**config.mk**
```make
export PLATFORM = sky130hd
export DESIGN_NAME = sram_req_arbiter
export DESIGN_NICKNAME = d
export VERILOG_FILES = /design/src/rtl/sram_req_arbiter_pkg.sv /design/src/rtl/arb_tag_fifo.sv /design/src/rtl/sram_req_arbiter.sv
export SDC_FILE = /design/constraint.sdc
export NUM_CORES = 1
export LEC_CHECK = 0
export CORE_AREA = 2 2 107 109
export CTS_BUF_LIST = sky130_fd_sc_hd__clkbuf_4 sky130_fd_sc_hd__clkbuf_8
export DETAILED_ROUTE_END_ITERATION = 10
export DIE_AREA = 0 0 109 111
export HOLD_SLACK_MARGIN = 0.02
export PLACE_DENSITY = 0.75
export SETUP_SLACK_MARGIN = 0.2
export SLEW_MARGIN = 15
export SYNTH_ARGS = -nofsm -noshare
export SYNTH_HDL_FRONTEND = slang
export SYNTH_SLANG_ARGS = --single-unit
```
**constraint.sdc**
```tcl
create_clock -name clk -period 3.2 [get_ports clk]
set_clock_uncertainty 0.15 [all_clocks]
set_input_delay 0.32 -clock clk [delete_from_list [all_inputs] [get_ports clk]]
set_output_delay 0.32 -clock clk [all_outputs]
set_load 0.005 [all_outputs]
```
**src/rtl/sram_req_arbiter_pkg.sv**
```systemverilog
// Shared definitions for the inst/data sram-like request arbiter: source tags
// and the default outstanding-request depth.
package sram_req_arbiter_pkg;

  localparam int OUTST_DEPTH_DEFAULT = 4;

  typedef enum logic {
    SRC_INST = 1'b0,
    SRC_DATA = 1'b1
  } src_e;

endpackage

```
**src/rtl/arb_tag_fifo.sv**
```systemverilog
// Small FIFO of source tags. It remembers which requester owns each accepted
// address so in-order responses can be routed back to that requester.
module arb_tag_fifo
  import sram_req_arbiter_pkg::*;
#(
  parameter int DEPTH = OUTST_DEPTH_DEFAULT
) (
  input  logic clk,
  input  logic resetn,
  input  logic push,
  input  logic pop,
  input  src_e din,
  output logic full,
  output logic empty,
  output src_e head
);

  localparam int PTR_W = $clog2(DEPTH);
  localparam int CNT_W = PTR_W + 1;

  src_e             mem_q [DEPTH];
  logic [PTR_W-1:0] wr_ptr;
  logic [PTR_W-1:0] rd_ptr;
  logic [CNT_W-1:0] count;
  logic             do_push;
  logic             do_pop;

  assign full    = (count == CNT_W'(DEPTH));
  assign empty   = (count == '0);
  assign head    = mem_q[rd_ptr];
  assign do_push = push & ~full;
  assign do_pop  = pop & ~empty;

  // NOTE: sequential state uses non-blocking assignments so every flop samples
  // the pre-edge values, independent of the order statements execute in.
  // DEPTH is a power of two, so the pointers wrap naturally.
  always_ff @(posedge clk or negedge resetn) begin
    if (!resetn) begin
      wr_ptr <= '0;
      rd_ptr <= '0;
      count  <= '0;
    end else begin
      if (do_push) wr_ptr <= wr_ptr + PTR_W'(1);
      if (do_pop)  rd_ptr <= rd_ptr + PTR_W'(1);
      case ({do_push, do_pop})
        2'b10:   count <= count + CNT_W'(1);
        2'b01:   count <= count - CNT_W'(1);
        default: count <= count;
      endcase
    end
  end

  // NOTE: the storage array has no reset; count and pointers define which
  // entries are valid, so stale contents are never observed.
  always_ff @(posedge clk) begin
    if (do_push) mem_q[wr_ptr] <= din;
  end

endmodule

```
**src/rtl/sram_req_arbiter.sv**
```systemverilog
// Shares one sram-like memory port between an instruction reader and a data
// requester: data has priority, with a starvation guard and a grant lock.
module sram_req_arbiter
  import sram_req_arbiter_pkg::*;
#(
  parameter int OUTST_DEPTH = OUTST_DEPTH_DEFAULT
) (
  input  logic        clk,
  input  logic        resetn,
  input  logic        inst_req,
  input  logic [31:0] inst_addr,
  output logic        inst_addr_ok,
  output logic        inst_data_ok,
  output logic [31:0] inst_rdata,
  input  logic        data_req,
  input  logic [3:0]  data_wen,
  input  logic [31:0] data_addr,
  input  logic [31:0] data_wdata,
  output logic        data_addr_ok,
  output logic        data_data_ok,
  output logic [31:0] data_rdata,
  output logic        mem_req,
  output logic [3:0]  mem_wen,
  output logic [31:0] mem_addr,
  output logic [31:0] mem_wdata,
  input  logic        mem_addr_ok,
  input  logic        mem_data_ok,
  input  logic [31:0] mem_rdata,
  output logic        err_unexpected
);

  src_e       grant;
  src_e       lock_src_q;
  logic       lock_q;
  logic       lock_hold;
  logic [1:0] starve_q;
  logic       accept;
  logic       fifo_full;
  logic       fifo_empty;
  logic       fifo_pop;
  src_e       fifo_head;

  // NOTE: every comb output gets a value on all paths, so no latch is inferred.
  // A stalled grant stays put while its requester keeps req high.
  always_comb begin
    lock_hold = lock_q & ((lock_src_q == SRC_DATA) ? data_req : inst_req);
    if (lock_hold)
      grant = lock_src_q;
    else if (data_req && !(inst_req && starve_q == 2'd3))
      grant = SRC_DATA;
    else
      grant = SRC_INST;
  end

  // Outputs are gated with resetn so nothing handshakes while reset is held.
  assign mem_req      = resetn & (inst_req | data_req) & ~fifo_full;
  assign accept       = mem_req & mem_addr_ok;
  assign mem_addr     = (grant == SRC_DATA) ? data_addr  : inst_addr;
  assign mem_wen      = (grant == SRC_DATA) ? data_wen   : 4'h0;
  assign mem_wdata    = (grant == SRC_DATA) ? data_wdata : 32'h0;
  assign inst_addr_ok = accept & (grant == SRC_INST);
  assign data_addr_ok = accept & (grant == SRC_DATA);

  assign fifo_pop     = mem_data_ok & ~fifo_empty;
  assign inst_data_ok = resetn & fifo_pop & (fifo_head == SRC_INST);
  assign data_data_ok = resetn & fifo_pop & (fifo_head == SRC_DATA);
  assign inst_rdata   = mem_rdata;
  assign data_rdata   = mem_rdata;

  always_ff @(posedge clk or negedge resetn) begin
    if (!resetn) begin
      lock_q         <= 1'b0;
      lock_src_q     <= SRC_INST;
      starve_q       <= 2'd0;
      err_unexpected <= 1'b0;
    end else begin
      lock_q     <= mem_req & ~mem_addr_ok;
      lock_src_q <= grant;
      // Saturates at 3 in case a locked data grant completes while guarded.
      if (!inst_req || inst_addr_ok)
        starve_q <= 2'd0;
      else if (data_addr_ok && starve_q != 2'd3)
        starve_q <= starve_q + 2'd1;
      if (mem_data_ok && fifo_empty)
        err_unexpected <= 1'b1;
    end
  end

  arb_tag_fifo #(
    .DEPTH (OUTST_DEPTH)
  ) u_fifo (
    .clk    (clk),
    .resetn (resetn),
    .push   (accept),
    .pop    (fifo_pop),
    .din    (grant),
    .full   (fifo_full),
    .empty  (fifo_empty),
    .head   (fifo_head)
  );

endmodule
```
# --- Word level (Yosys, flattened, before mapping) ---
# Memory sizes are Yosys's and may differ from the RTL's.
# Cells that the tools add are included.
op_classes:
  addsub: 5
  eq_ne: 5
  n_mux: 11
  n_bitwise: 19
  n_reduce_logical: 10
ops:
  columns: ["operator", "n"]
  rows:
  - ["$mux 32", 2]
  - ["$and 1x1->1", 13]
  - ["$add 2x1->2 const B", 3]
  - ["$pmux 3 s2", 1]
  - ["$mux 1", 5]
  - ["$not 1->1", 5]
  - ["$eq 2x2->1 const B", 2]
  - ["$logic_and 1x1->1", 4]
  - ["$mux 2", 2]
  - ["$mux 4", 1]
  - ["$reduce_bool 2->1", 2]
  - ["$add 3x1->3 const B", 1]
  - ["$eq 3x3->1 const B", 1]
  - ["$logic_not 3->1", 1]
  - ["$sub 3x1->3 const B", 1]
  - ["$eq 2x1->1 const B", 1]
  - ["$logic_not 1->1", 2]
  - ["$ne 2x2->1 const B", 1]
  - ["$logic_or 1x1->1", 1]
  - ["$or 1x1->1", 1]
word_totals:
  ff_bits: 12
  mem_bits_rw: 4
  in_bits: 138
  out_inout_bits: 138
  word_cells: 58
  n_memories: 1
mem_list:
  columns: ["name", "depth", "word_bits", "read_ports", "rd_clocked_by_memory_dff", "wr", "line_no", "source"]
  rows:
  - ["u_fifo.mem_q", 4, 1, 1, 0, 1, "arb_tag_fifo.sv:21", "src_e mem_q [DEPTH];"]

# --- Logic depth before layout (Yosys ltp) ---
depth:
  word_depth: 10
  mapped_depth: 9
  ltp_nobuf: 9

# --- Hierarchy ---
# A second synthesis with hierarchy kept.
hier_totals:
  hier_cells: 215
  hier_area_um2: 2013.2
modules_own_cells:
  columns: ["module", "instances", "cells_each", "area_each_um2", "seq_area_each_um2"]
  rows:
  - ["sram_req_arbiter", 1, 172, 1431.4, 125.1]
  - ["arb_tag_fifo", 1, 43, 581.8, 295.3]

# --- Worst setup path before layout ---
# OpenSTA, ideal clock, no wires.
synth_timing:
  kind: "reg2reg"
  startpoint: "register u_fifo.count[0]"
  endpoint: "register u_fifo.count[2]"
  setup_ps: 79
  arrival_time_ps: 1989
  required_time_ps: 2971
  setup_slack_ps: 982
  stages_incl_launch_ff: 10
  path_buffers: 0
  period_less_slack_ps: 2218
  path_cell_list: "dfrtp_1 -> or3b_1 -> o2111a_2 -> clkinv_2 -> ha_1 -> inv_1 -> fa_1 -> xor2_1 -> nor2_1 -> xor2_1"
synth_between:
  elab_chain_cells: 7
  elab_cells_between_ends: 15
  classes_between: "add/sub (2); eq/ne (3); mux (1); bitwise (7); reduce/logical (2)"
synth_lines:
  columns: ["element", "line_no", "source"]
  rows:
  - ["from (decl)", "arb_tag_fifo.sv:24", "logic [CNT_W-1:0] count;"]
  - ["from (signal assigned)", "arb_tag_fifo.sv:46", "2'b10: count <= count + CNT_W'(1);"]
  - ["from (signal assigned)", "arb_tag_fifo.sv:47", "2'b01: count <= count - CNT_W'(1);"]
  - ["from (signal assigned)", "arb_tag_fifo.sv:48", "default: count <= count;"]
  - ["$eq 3x3->1", "arb_tag_fifo.sv:28", "assign full = (count == CNT_W'(DEPTH));"]
  - ["$not 1->1", "arb_tag_fifo.sv:31, sram_req_arbiter.sv:56", null]
  - ["$and 1x1->1", "sram_req_arbiter.sv:56", "assign mem_req = resetn & (inst_req | data_req) & ~fifo_full;"]
  - ["$and 1x1->1", "sram_req_arbiter.sv:57", "assign accept = mem_req & mem_addr_ok;"]
  - ["$and 1x1->1", "arb_tag_fifo.sv:31", "assign do_push = push & ~full;"]
  - ["$eq 2x1->1 or $eq 2x2->1 (tied branches)", "arb_tag_fifo.sv:45", "case ({do_push, do_pop})"]
  - ["$pmux 3 s2 or $reduce_bool 2->1 (tied branches)", null, null]
# Several ways; a longest one is shown, not always the timed one.
# A chain may end at the register's enable or synchronous reset.

# --- Final worst setup path ---
layout_timing:
  startpoint: "register starve_q[0]"
  endpoint: "output mem_addr[1]"
layout_between:
  elab_chain_cells: 7
layout_lines:
  columns: ["element", "line_no", "source"]
  rows:
  - ["from (decl)", "sram_req_arbiter.sv:36", "logic [1:0] starve_q;"]
  - ["from (signal assigned)", "sram_req_arbiter.sv:83", "starve_q <= starve_q + 2'd1;"]
  - ["$eq 2x2->1", "sram_req_arbiter.sv:49", "else if (data_req && !(inst_req && starve_q == 2'd3))"]
  - ["$logic_and 1x1->1", "sram_req_arbiter.sv:49", null]
  - ["$logic_not 1->1", "sram_req_arbiter.sv:49", null]
  - ["$logic_and 1x1->1", "sram_req_arbiter.sv:49", null]
  - ["$mux 1", "sram_req_arbiter.sv:49", null]
  - ["$mux 1", "sram_req_arbiter.sv:47", "if (lock_hold)"]
  - ["$mux 32", "sram_req_arbiter.sv:58", "assign mem_addr = (grant == SRC_DATA) ? data_addr : inst_addr;"]
  - ["to (decl)", "sram_req_arbiter.sv:24", "output logic [31:0] mem_addr,"]
# No other way between the ends.

==> run metrics <==
status finished clean; wire length of the first global-routing pass about 12000 um; die extent in x roughly 110 um; Yosys warning count 0; Vert. Die Dim approximately 110 um; start point of the worst hold path err_unexpected; vias 1927; category of the worst setup path capture point primary output; total gr overflow 0; clock transition at the registers of the reported paths 0.06 ns; R2R Path Start u_fifo.count[0]; number of unique standard cell types used by synthesis 36; initial core utilization 18.8%; detail-routed via count per cell 4.10; clock root cell clkbuf_8; core outline area 0.0111 mm2; static power due to leakage about 1.6 nW; net count reported at finish 473; number of nets in the synthesized netlist between 300 and 400; number of max-capacitance violations reported 0; placed cell areas 0.00355 mm2; worst endpoint required time 2.73 ns; hpwl dp 6800 um; library cell with the largest summed area after synthesis buf_4; cells after synthesis 214; setup TNS 0 ns; critical path type reg -> out; drt total wl 8140 um; syn avg cell area approximately 9.7 um2; portion of the clock cycle consumed by the worst path in the final layout 87.3%; number of endpoints with negative hold slack in the final report 0; path depth of the worst reg2reg path 9; async set-reset flop share out of synthesis around three quarters; largest net degree at the start of global routing 38; GRT Util Overall 12.7%; DR iter-0 viols 60; DR WL/cell 17.3 um; vias in the first global route slightly above 2000; count of flip-flops with a built-in enable after synthesis 4; number of clock buffers inserted by TritonCTS 3; mapped cell area 0.00208 mm2; standard-cell rows 39; data arrival time of the worst path about 2.3 ns; number of search-and-repair iterations in the first detailed-routing pass 4; hold path endpoint err_unexpected; sink count of the clock tree 16; startpoint class of the critical path flop; fraction of final layout cells with drive strength greater than 1 13.1%; number of max-slew violations in the final report 0; Reg2Reg Capture Point u_fifo.count[2]; Most used DFF post-synth dfrtp_1; remaining antenna violation count 0; Final setup viols 0; maximum frequency from static timing analysis 358 MHz; minimum clock period 2.79 ns; count leader, synth buf_4; antenna violations before repair 0; DIE AREA ~0.012 mm2; clock tree from TritonCTS built; Routability Congestion between 0.7 and 0.8; I/O pin cnt between 200 and 300; Synth top area share 23.1%; post-route cell area 0.00360 mm2; slew at the pin with the worst max-slew slack 0.369 ns; worst hold path type reg -> reg; count of hold-fix buffers inserted at cts 0; power density of the placed cells around 310 mW/mm2; antenna cells 0; clk buf depth 2; remaining design rule violation count 0; top cell types by occurrence after synthesis 64 x buf_4, 37 x and3_1, 27 x mux2_4, 12 x dfrtp_1, 6 x ha_1; fraction of the yosys area taken by sequential cells between 20% and 30%; setup slack on the worst flop-to-flop path 0.72 ns; flop and latch count out of synthesis 16; slew margin rel. 75.4%; biggest fanout along the worst timing path 13; IO buf count 179; top cells by area, synth buf_4 23%, mux2_4 20%, dfrtp_1 14%; unrepaired setup endpoints after global routing no; IR drop worst, VDD 157 uV; maximum level of the CTS H-tree 1; Hold Path Depth 1; clock latency at the later pin of the worst-skew pair 0.24 ns; Area growth, synth to finish 73.2%
[per-layer routing]
metal  GRT usage, %  routed length [um]  up-vias
met5              0                   0        -
met2           23.1                4140      167
met3           6.23                1220        4
met4           2.14                  50        0
met1           13.0                2730      871
li1               -                   -      885
[registers in the layout, indices dropped and copies added, names as in the netlist]
name            cells
u_fifo.mem_q        4
u_fifo.wr_ptr       2
starve_q            2
u_fifo.rd_ptr       2
err_unexpected      1
u_fifo.count        3
lock_src_q          1
lock_q              1
[how the worst max path moves through the flow]
stage / startpoint / endpoint / slack (ns) / cells past startpoint
floorplan: u_fifo.count[0] / u_fifo.count[2] / 0.98 / 9
global placement: inst_req / mem_addr[1] / 0.50 / 6
detailed placement: inst_req / mem_addr[1] / 0.44 / 6
CTS: starve_q[0] / mem_addr[1] / 0.32 / 7
global route: starve_q[0] / mem_addr[1] / 0.25 / 7
finish: starve_q[0] / mem_addr[1] / 0.41 / 7
[worst max-delay path, stage by stage (launching register included)]
cell and delay (ns):
dfrtp_1 0.40, ha_1 0.25, nor2b_1 0.16, o21ai_2 0.14
nand2_2 0.12, buf_6 0.19, mux2_1 0.31, clkdlybuf4s50_1 0.49
[power by group]
part | internal (mW) | switching (mW) | leakage [nW]
logic | 0.409 | 0.223 | 1.35
registers | 0.272 | 0.0499 | 0.181
clock network | 0.0849 | 0.0662 | 0.0231
total | 0.766 | 0.339 | 1.56
[layout make-up]
| cell class | instances | area [um2] |
|---|---|---|
| sequential | 16 | 420 |
| clock inverter | 1 | 3.75 |
| fill | 1140 | 7480 |
| tap | 143 | 179 |
| inverter | 7 | 27.5 |
| multi-input combinational | 116 | 1080 |
| timing repair buffer | 184 | 1850 |
| clock buffer | 3 | 41.3 |
[per-stage QoR]
stage	std cells	utilization (%)	power [mW]	setup slack [ns]	hold slack, ns
after detailed placement	466	32.0	0.963	0.437	0.308
after CTS	470	32.4	1.12	0.324	0.319
final	470	32.5	1.10	0.408	0.319
after global placement	466	32.0	0.938	0.501	0.287
after global routing	470	32.5	1.18	0.252	0.340
after floorplan	214	-	0.666	0.982	-0.126
[what timing repair did]
item | CTS | global route
buffers inserted | 0 | 0
setup endpoints to repair | 0 | 1
gates resized for setup | 0 | 1
[layout by cell type (no fill, tap or decap), types with 3 or more instances in the layout]
master,count
clkbuf_8,3
mux2_1,5
xnor2_1,3
nor2_1,5
inv_1,5
and2_1,4
and3_1,37
edfxtp_1,4
mux2_4,27
clkdlybuf4s50_1,179
ha_1,6
xor2_1,3
nand2_1,4
buf_4,3
dfrtp_1,12
nor2b_1,5
[kinds of logic (layout without fill, tap and decap cells)]
kind of cell / count (synthesis) / count (layout) / synth area share, %
AO/OA/AOI/OAI: 8 / 8 / 3.49
XOR/XNOR: 6 / 6 / 2.53
adder cells (fa/ha/maj): 7 / 7 / 4.58
buffers and inverters: 82 / 195 / 27.8
flip-flops: 16 / 16 / 20.2
multiplexers: 34 / 34 / 23.8
AND/OR/NAND/NOR: 61 / 61 / 17.6
Note: power is estimated with default switching activity, not from simulation.
